`src/rtl/arm_dp_pkg.sv`:
```
// arm_dp_pkg: shared constants for the ARM data-processing control slice.
// Opcodes, condition codes, control state encoding and NZCV bit positions.
package arm_dp_pkg;

    localparam int DW = 32;

    localparam logic [3:0] OP_AND = 4'b0000;
    localparam logic [3:0] OP_EOR = 4'b0001;
    localparam logic [3:0] OP_SUB = 4'b0010;
    localparam logic [3:0] OP_RSB = 4'b0011;
    localparam logic [3:0] OP_ADD = 4'b0100;
    localparam logic [3:0] OP_ADC = 4'b0101;
    localparam logic [3:0] OP_SBC = 4'b0110;
    localparam logic [3:0] OP_RSC = 4'b0111;
    localparam logic [3:0] OP_TST = 4'b1000;
    localparam logic [3:0] OP_TEQ = 4'b1001;
    localparam logic [3:0] OP_CMP = 4'b1010;
    localparam logic [3:0] OP_CMN = 4'b1011;
    localparam logic [3:0] OP_ORR = 4'b1100;
    localparam logic [3:0] OP_MOV = 4'b1101;
    localparam logic [3:0] OP_BIC = 4'b1110;
    localparam logic [3:0] OP_MVN = 4'b1111;

    localparam logic [3:0] CC_EQ = 4'b0000;
    localparam logic [3:0] CC_NE = 4'b0001;
    localparam logic [3:0] CC_CS = 4'b0010;
    localparam logic [3:0] CC_CC = 4'b0011;
    localparam logic [3:0] CC_MI = 4'b0100;
    localparam logic [3:0] CC_PL = 4'b0101;
    localparam logic [3:0] CC_VS = 4'b0110;
    localparam logic [3:0] CC_VC = 4'b0111;
    localparam logic [3:0] CC_HI = 4'b1000;
    localparam logic [3:0] CC_LS = 4'b1001;
    localparam logic [3:0] CC_GE = 4'b1010;
    localparam logic [3:0] CC_LT = 4'b1011;
    localparam logic [3:0] CC_GT = 4'b1100;
    localparam logic [3:0] CC_LE = 4'b1101;
    localparam logic [3:0] CC_AL = 4'b1110;
    localparam logic [3:0] CC_NV = 4'b1111;

    localparam int FLAG_N = 3;
    localparam int FLAG_Z = 2;
    localparam int FLAG_C = 1;
    localparam int FLAG_V = 0;

    typedef enum logic [1:0] {
        S_IDLE = 2'd0,
        S_EXEC = 2'd1,
        S_WB   = 2'd2
    } state_e;

    // Compare/test opcodes: always set flags, never write Rd.
    function automatic logic is_cmp_op(input logic [3:0] op);
        return op[3:2] == 2'b10;
    endfunction

    // Arithmetic opcodes take C and V from the adder.
    function automatic logic is_arith_op(input logic [3:0] op);
        return (op inside {OP_SUB, OP_RSB, OP_ADD, OP_ADC,
                           OP_SBC, OP_RSC, OP_CMP, OP_CMN});
    endfunction

endpackage

```
`src/rtl/arm_cond_check.sv`:
```
// arm_cond_check: combinational ARM condition-field evaluator.
// Returns pass=1 when cond holds for the given {N,Z,C,V}.
module arm_cond_check
    import arm_dp_pkg::*;
(
    input  logic [3:0] cond,
    input  logic [3:0] nzcv,
    output logic       pass
);

    logic n, z, c, v;

    assign n = nzcv[FLAG_N];
    assign z = nzcv[FLAG_Z];
    assign c = nzcv[FLAG_C];
    assign v = nzcv[FLAG_V];

    // Decode the condition field against the flags.
    always_comb begin
        pass = 1'b0;
        unique case (cond)
            CC_EQ: pass = z;
            CC_NE: pass = !z;
            CC_CS: pass = c;
            CC_CC: pass = !c;
            CC_MI: pass = n;
            CC_PL: pass = !n;
            CC_VS: pass = v;
            CC_VC: pass = !v;
            CC_HI: pass = c && !z;
            CC_LS: pass = !c || z;
            CC_GE: pass = (n == v);
            CC_LT: pass = (n != v);
            CC_GT: pass = !z && (n == v);
            CC_LE: pass = z || (n != v);
            CC_AL: pass = 1'b1;
            CC_NV: pass = 1'b1;
            default: pass = 1'b1;
        endcase
    end

endmodule

```
`src/rtl/arm_dp.sv`:
```
// arm_dp_ctrl: IDLE/EXEC/WB sequencer around the data-processing ALU.
// ARM_DP_COND_EN enables the condition evaluator; otherwise all run as AL.
module arm_dp_ctrl
    import arm_dp_pkg::*;
#(
    parameter int DATAWIDTH = 32
) (
    input  logic                 clk,
    input  logic                 rst_n,
    input  logic                 in_valid,
    output logic                 in_ready,
    input  logic [31:0]          in_instr,
    input  logic [DATAWIDTH-1:0] in_rn,
    input  logic [DATAWIDTH-1:0] in_op2,
    input  logic                 in_shift_c,
    output logic [DATAWIDTH-1:0] alu_a,
    output logic [DATAWIDTH-1:0] alu_b,
    output logic [3:0]           alu_op,
    output logic                 alu_cin,
    input  logic [DATAWIDTH-1:0] alu_out,
    input  logic                 alu_n,
    input  logic                 alu_z,
    input  logic                 alu_c,
    input  logic                 alu_v,
    output logic                 out_valid,
    input  logic                 out_ready,
    output logic [3:0]           out_rd,
    output logic [DATAWIDTH-1:0] out_data,
    output logic                 out_wr_en,
    output logic                 out_executed,
    output logic [3:0]           nzcv
);

    state_e               state_q, state_d;
    logic [DATAWIDTH-1:0] a_q, a_d;
    logic [DATAWIDTH-1:0] b_q, b_d;
    logic [3:0]           op_q, op_d;
    logic                 cin_q, cin_d;
    logic [3:0]           rd_q, rd_d;
    logic                 s_q, s_d;
    logic [3:0]           cond_q, cond_d;
    logic                 shc_q, shc_d;
    logic [DATAWIDTH-1:0] data_q, data_d;
    logic                 wr_q, wr_d;
    logic                 exec_q, exec_d;
    logic [3:0]           nzcv_q, nzcv_d;
    logic                 pass;
    logic                 unused_instr;

    assign unused_instr = ^{in_instr[27:25], in_instr[19:16],
                            in_instr[11:0]};

`ifdef ARM_DP_COND_EN
    arm_cond_check u_cond (
        .cond (cond_q),
        .nzcv (nzcv_q),
        .pass (pass)
    );
`else
    logic unused_cond;
    assign unused_cond = ^cond_q;
    assign pass = 1'b1;
`endif

    // Next-state and datapath capture for the three-phase sequence.
    always_comb begin
        state_d = state_q;
        a_d     = a_q;
        b_d     = b_q;
        op_d    = op_q;
        cin_d   = cin_q;
        rd_d    = rd_q;
        s_d     = s_q;
        cond_d  = cond_q;
        shc_d   = shc_q;
        data_d  = data_q;
        wr_d    = wr_q;
        exec_d  = exec_q;
        nzcv_d  = nzcv_q;
        unique case (state_q)
            S_IDLE: begin
                if (in_valid) begin
                    a_d     = in_rn;
                    b_d     = in_op2;
                    op_d    = in_instr[24:21];
                    s_d     = in_instr[20];
                    rd_d    = in_instr[15:12];
                    cond_d  = in_instr[31:28];
                    shc_d   = in_shift_c;
                    cin_d   = nzcv_q[FLAG_C];
                    state_d = S_EXEC;
                end
            end
            S_EXEC: begin
                data_d  = alu_out;
                exec_d  = pass;
                wr_d    = pass && !is_cmp_op(op_q);
                if (pass && (s_q || is_cmp_op(op_q))) begin
                    if (is_arith_op(op_q))
                        nzcv_d = {alu_n, alu_z, alu_c, alu_v};
                    else
                        nzcv_d = {alu_n, alu_z, shc_q,
                                  nzcv_q[FLAG_V]};
                end
                state_d = S_WB;
            end
            S_WB: begin
                if (out_ready)
                    state_d = S_IDLE;
            end
            default: state_d = S_IDLE;
        endcase
    end

    // State and datapath registers with synchronous active-low reset.
    always_ff @(posedge clk) begin
        if (!rst_n) begin
            state_q <= S_IDLE;
            a_q     <= '0;
            b_q     <= '0;
            op_q    <= '0;
            cin_q   <= 1'b0;
            rd_q    <= '0;
            s_q     <= 1'b0;
            cond_q  <= '0;
            shc_q   <= 1'b0;
            data_q  <= '0;
            wr_q    <= 1'b0;
            exec_q  <= 1'b0;
            nzcv_q  <= '0;
        end else begin
            state_q <= state_d;
            a_q     <= a_d;
            b_q     <= b_d;
            op_q    <= op_d;
            cin_q   <= cin_d;
            rd_q    <= rd_d;
            s_q     <= s_d;
            cond_q  <= cond_d;
            shc_q   <= shc_d;
            data_q  <= data_d;
            wr_q    <= wr_d;
            exec_q  <= exec_d;
            nzcv_q  <= nzcv_d;
        end
    end

    assign in_ready     = (state_q == S_IDLE);
    assign out_valid    = (state_q == S_WB);
    assign alu_a        = a_q;
    assign alu_b        = b_q;
    assign alu_op       = op_q;
    assign alu_cin      = cin_q;
    assign out_rd       = rd_q;
    assign out_data     = data_q;
    assign out_wr_en    = wr_q;
    assign out_executed = exec_q;
    assign nzcv         = nzcv_q;

endmodule
```
`config.mk`:
```
export PLATFORM = sky130hd
export DESIGN_NAME = arm_dp_ctrl
export DESIGN_NICKNAME = d
export VERILOG_FILES = /design/src/rtl/arm_dp_pkg.sv /design/src/rtl/arm_cond_check.sv /design/src/rtl/arm_dp.sv
export SDC_FILE = /design/constraint.sdc
export NUM_CORES = 1
export LEC_CHECK = 0
export CAP_MARGIN = 0
export CORE_ASPECT_RATIO = 1.5
export CORE_MARGIN = 5
export CORE_UTILIZATION = 29
export DETAILED_ROUTE_END_ITERATION = 7
export PLACE_DENSITY = 0.76
export SYNTH_ARGS = -nofsm -noshare
export SYNTH_HDL_FRONTEND = slang
export SYNTH_SLANG_ARGS = --single-unit
```
`constraint.sdc`:
```
create_clock -name clk -period 1.1 [get_ports clk]
set_input_delay 0.11 -clock clk [delete_from_list [all_inputs] [get_ports clk]]
set_output_delay 0.11 -clock clk [all_outputs]
set_load 0.005 [all_outputs]
```
==> metrics.cfg <==
[logic_synthesis]
synth_area_leader_cell=dfxtp_1
synth_warnings=0
synthCells=497
ys_top_cells_by_area=dfxtp_1 54%, nand2_1 19%, a21boi_0 10%
seq_area_frac_synth=0.535
syn_avg_cell_area_um2=8.65
synth_nets=634
synth_top_area_share=0.535
synth-main-ff-cell=dfxtp_1
ys_seq_elements=115
yosys-top-cells-count=217 x nand2_1, 115 x dfxtp_1, 57 x a21boi_0
synth_area_mm2=0.00430
synth.most_common_cell=nand2_1
yosysUniqueCellTypes=22
synth_edf_count=0
async_flop_share=0

[pwr]
p_leak_uw=0.00358
power.density_mw_per_mm2=1480
peakVddDrop_mv=0.984

[grt]
grt_pass1_vias=4179
grt_remaining_overflow=0
grt_use_total=0.174
grt_pass1_wl_um=23000
grt_start_max_net_pins=59
antenna_found_initial=0

[setup_path]
arrival_ps=1670
crit_family=simple AND/OR/NAND/NOR gates
endpoint_kind=flop
critPathLaunchType=flop
critical_path_class=flop to flop
cp_max_fo=21
slowest_stage=dfxtp_4
ff2ff_path_depth=5
crit_chain=nor2_4 > and2_4 > buf_12 > nand2_1 > a21boi_1
worst-r2r-setup-slack_ps=-250
critPathBufInv=1
cp_data_required_time_ps=1410
cp_slowest_stage_delay_ps=350
r2r-start=state_q[1]
rr_endpoint=alu_b[28]
path_depth=5

[timing]
relSlewSlack=0.729
hold_violations=0
fin_ws_ps=-254
fin_setup_tns_ps=-15570
tightestPinTransition_ps=406
max_freq_ghz=0.738
rsz0062_at_grt=true
min_period_ps=1350
finalMaxSlewViolations=0
whs_ps=181
setup_viol=111
fin_crit_sh=1.23
clock_skew_ps=7.45

[clock_network]
clockBufferDepth=2
cts_made_buffers=17
cts_root_buf=clkbuf_16
clock_latency_ps=400
cts_tree=built
clk_pin_slew_ps=60
cts_max_level=4
clock_sinks=115
postCtsHoldBufs=0

[outcome]
status=finished with violations
violations=setup timing

[cells_and_area]
syn2layout_area_growth_pct=96.8
final_core_util=0.580
layout-drive-gt1-share=0.399
antennaDiodeCount=0
final_area_mm2=0.00846
layout.nets=900

[floorplanning]
die_area_mm2=0.0174
fp.dieW_um=109
start_util=0.295
rows=54
ios=250
core_region_area_mm2=0.0146
die_h_um=159

[placement]
placed_cell_area_mm2=0.00681
port-buffer-count=226
place_congestion=0.828
dpl.hpwl_um=9850
dp_slack_ps=-357

[min_path]
min_from=rst_n
min_path_cells=3
worstHoldEndpoint=state_q[1]
hold_path.class=primary input to flop

[routing]
first_iter_violations=164
vias=4408
final_antenna_net_count=0
wl_um=16900
dr.pass1.iters=4
drc=0
wl_per_cell_um=17.3
routed_via_density=4.53

[job]
max_cap_viol_count=0

tightest hold or removal path, delay by kind of cell:
family	cells	cell delay, ps
AOI/OAI and AO/OA	1	110
buffers and inverters	2	310
repair_timing:
item	4_1_cts	5_1_grt
setup endpoints to repair	223	191
buffers inserted	7	15
cloned	15	7
resized for setup	326	266
pin swaps	8	80
sequential cells by signal (all words and copies together), names as in the netlist:
name / count
alu_a: 32
alu_b: 32
out_data: 32
alu_op: 4
nzcv: 4
out_rd: 4
state_q: 2
alu_cin: 1
out_executed: 1
out_wr_en: 1
s_q: 1
shc_q: 1
worst max-delay path by stage:
stage / from / to / slack (ps)
floorplan: state_q[1] / nzcv[0] / -20
global placement: in_valid / alu_a[13] / -230
detailed placement: in_valid / alu_a[17] / -360
CTS: state_q[0] / in_ready / -230
global route: state_q[1] / alu_b[17] / -280
finish: state_q[1] / alu_b[28] / -250
final cells by class:
class	instances	area [µm²]
Timing Repair Buffer	281	2960
Tap cell	196	245
Inverter	1	3.75
Clock buffer	17	425
Clock inverter	15	173
Multi-Input combinational cell	347	2290
Sequential cell	115	2360
Fill cell	1233	6130
report_power, final:
group	leakage, µW	switching (µW)	internal, µW
Combinational	0.00233	947	1410
Clock	0.000283	2190	3400
Sequential	0.000960	152	4430
Total	0.00358	3290	9230
stage by stage:
| stage | power, µW | std cells |
|---|---|---|
| floorplan | 5220 | 497 |
| CTS | 12300 | 955 |
| detailed placement | 6300 | 901 |
| finish | 12500 | 972 |
| global route | 13000 | 972 |
| global placement | 6280 | 901 |
cell families (layout without fill, tap and decap cells):
| logic type | count (synthesis) | count (layout) | share of synthesized area |
|---|---|---|---|
| AO/OA/AOI/OAI | 115 | 115 | 0.202 |
| AND/OR/NAND/NOR | 227 | 228 | 0.205 |
| flip-flops | 115 | 115 | 0.535 |
| multiplexers | 4 | 4 | 0.00931 |
| buffers and inverters | 36 | 314 | 0.0483 |
metal layers:
layer,global-route usage,part of all wire,vias up
met3,0.0483,0.058,46
li1,-,-,2155
met4,0.0947,0.038,0
met5,0,0,-
met2,0.312,0.55,146
met1,0.177,0.35,2061
layout by cell type (no fill, tap or decap), types with 2 or more instances in the layout:
master           instances
clkbuf_16               22
nand2_1                154
a21boi_2                32
nor2b_1                  4
clkdlybuf4s15_1         36
o21a_1                   2
nand2_4                 36
buf_6                   14
bufbuf_16                3
inv_6                    5
buf_16                   9
buf_2                    9
buf_12                  14
mux2i_1                  4
nand2_2                 27
clkinvlp_4               3
a21boi_1                75
clkdlybuf4s50_1        112
dfxtp_2                 40
bufinv_16                2
dfxtp_1                 72
buf_4                   10
clkinv_4                 4
clkdlybuf4s15_2         13
clkbuf_2                53
dfxtp_4                  3
buf_8                    2
(Power assumes the default switching activity.)
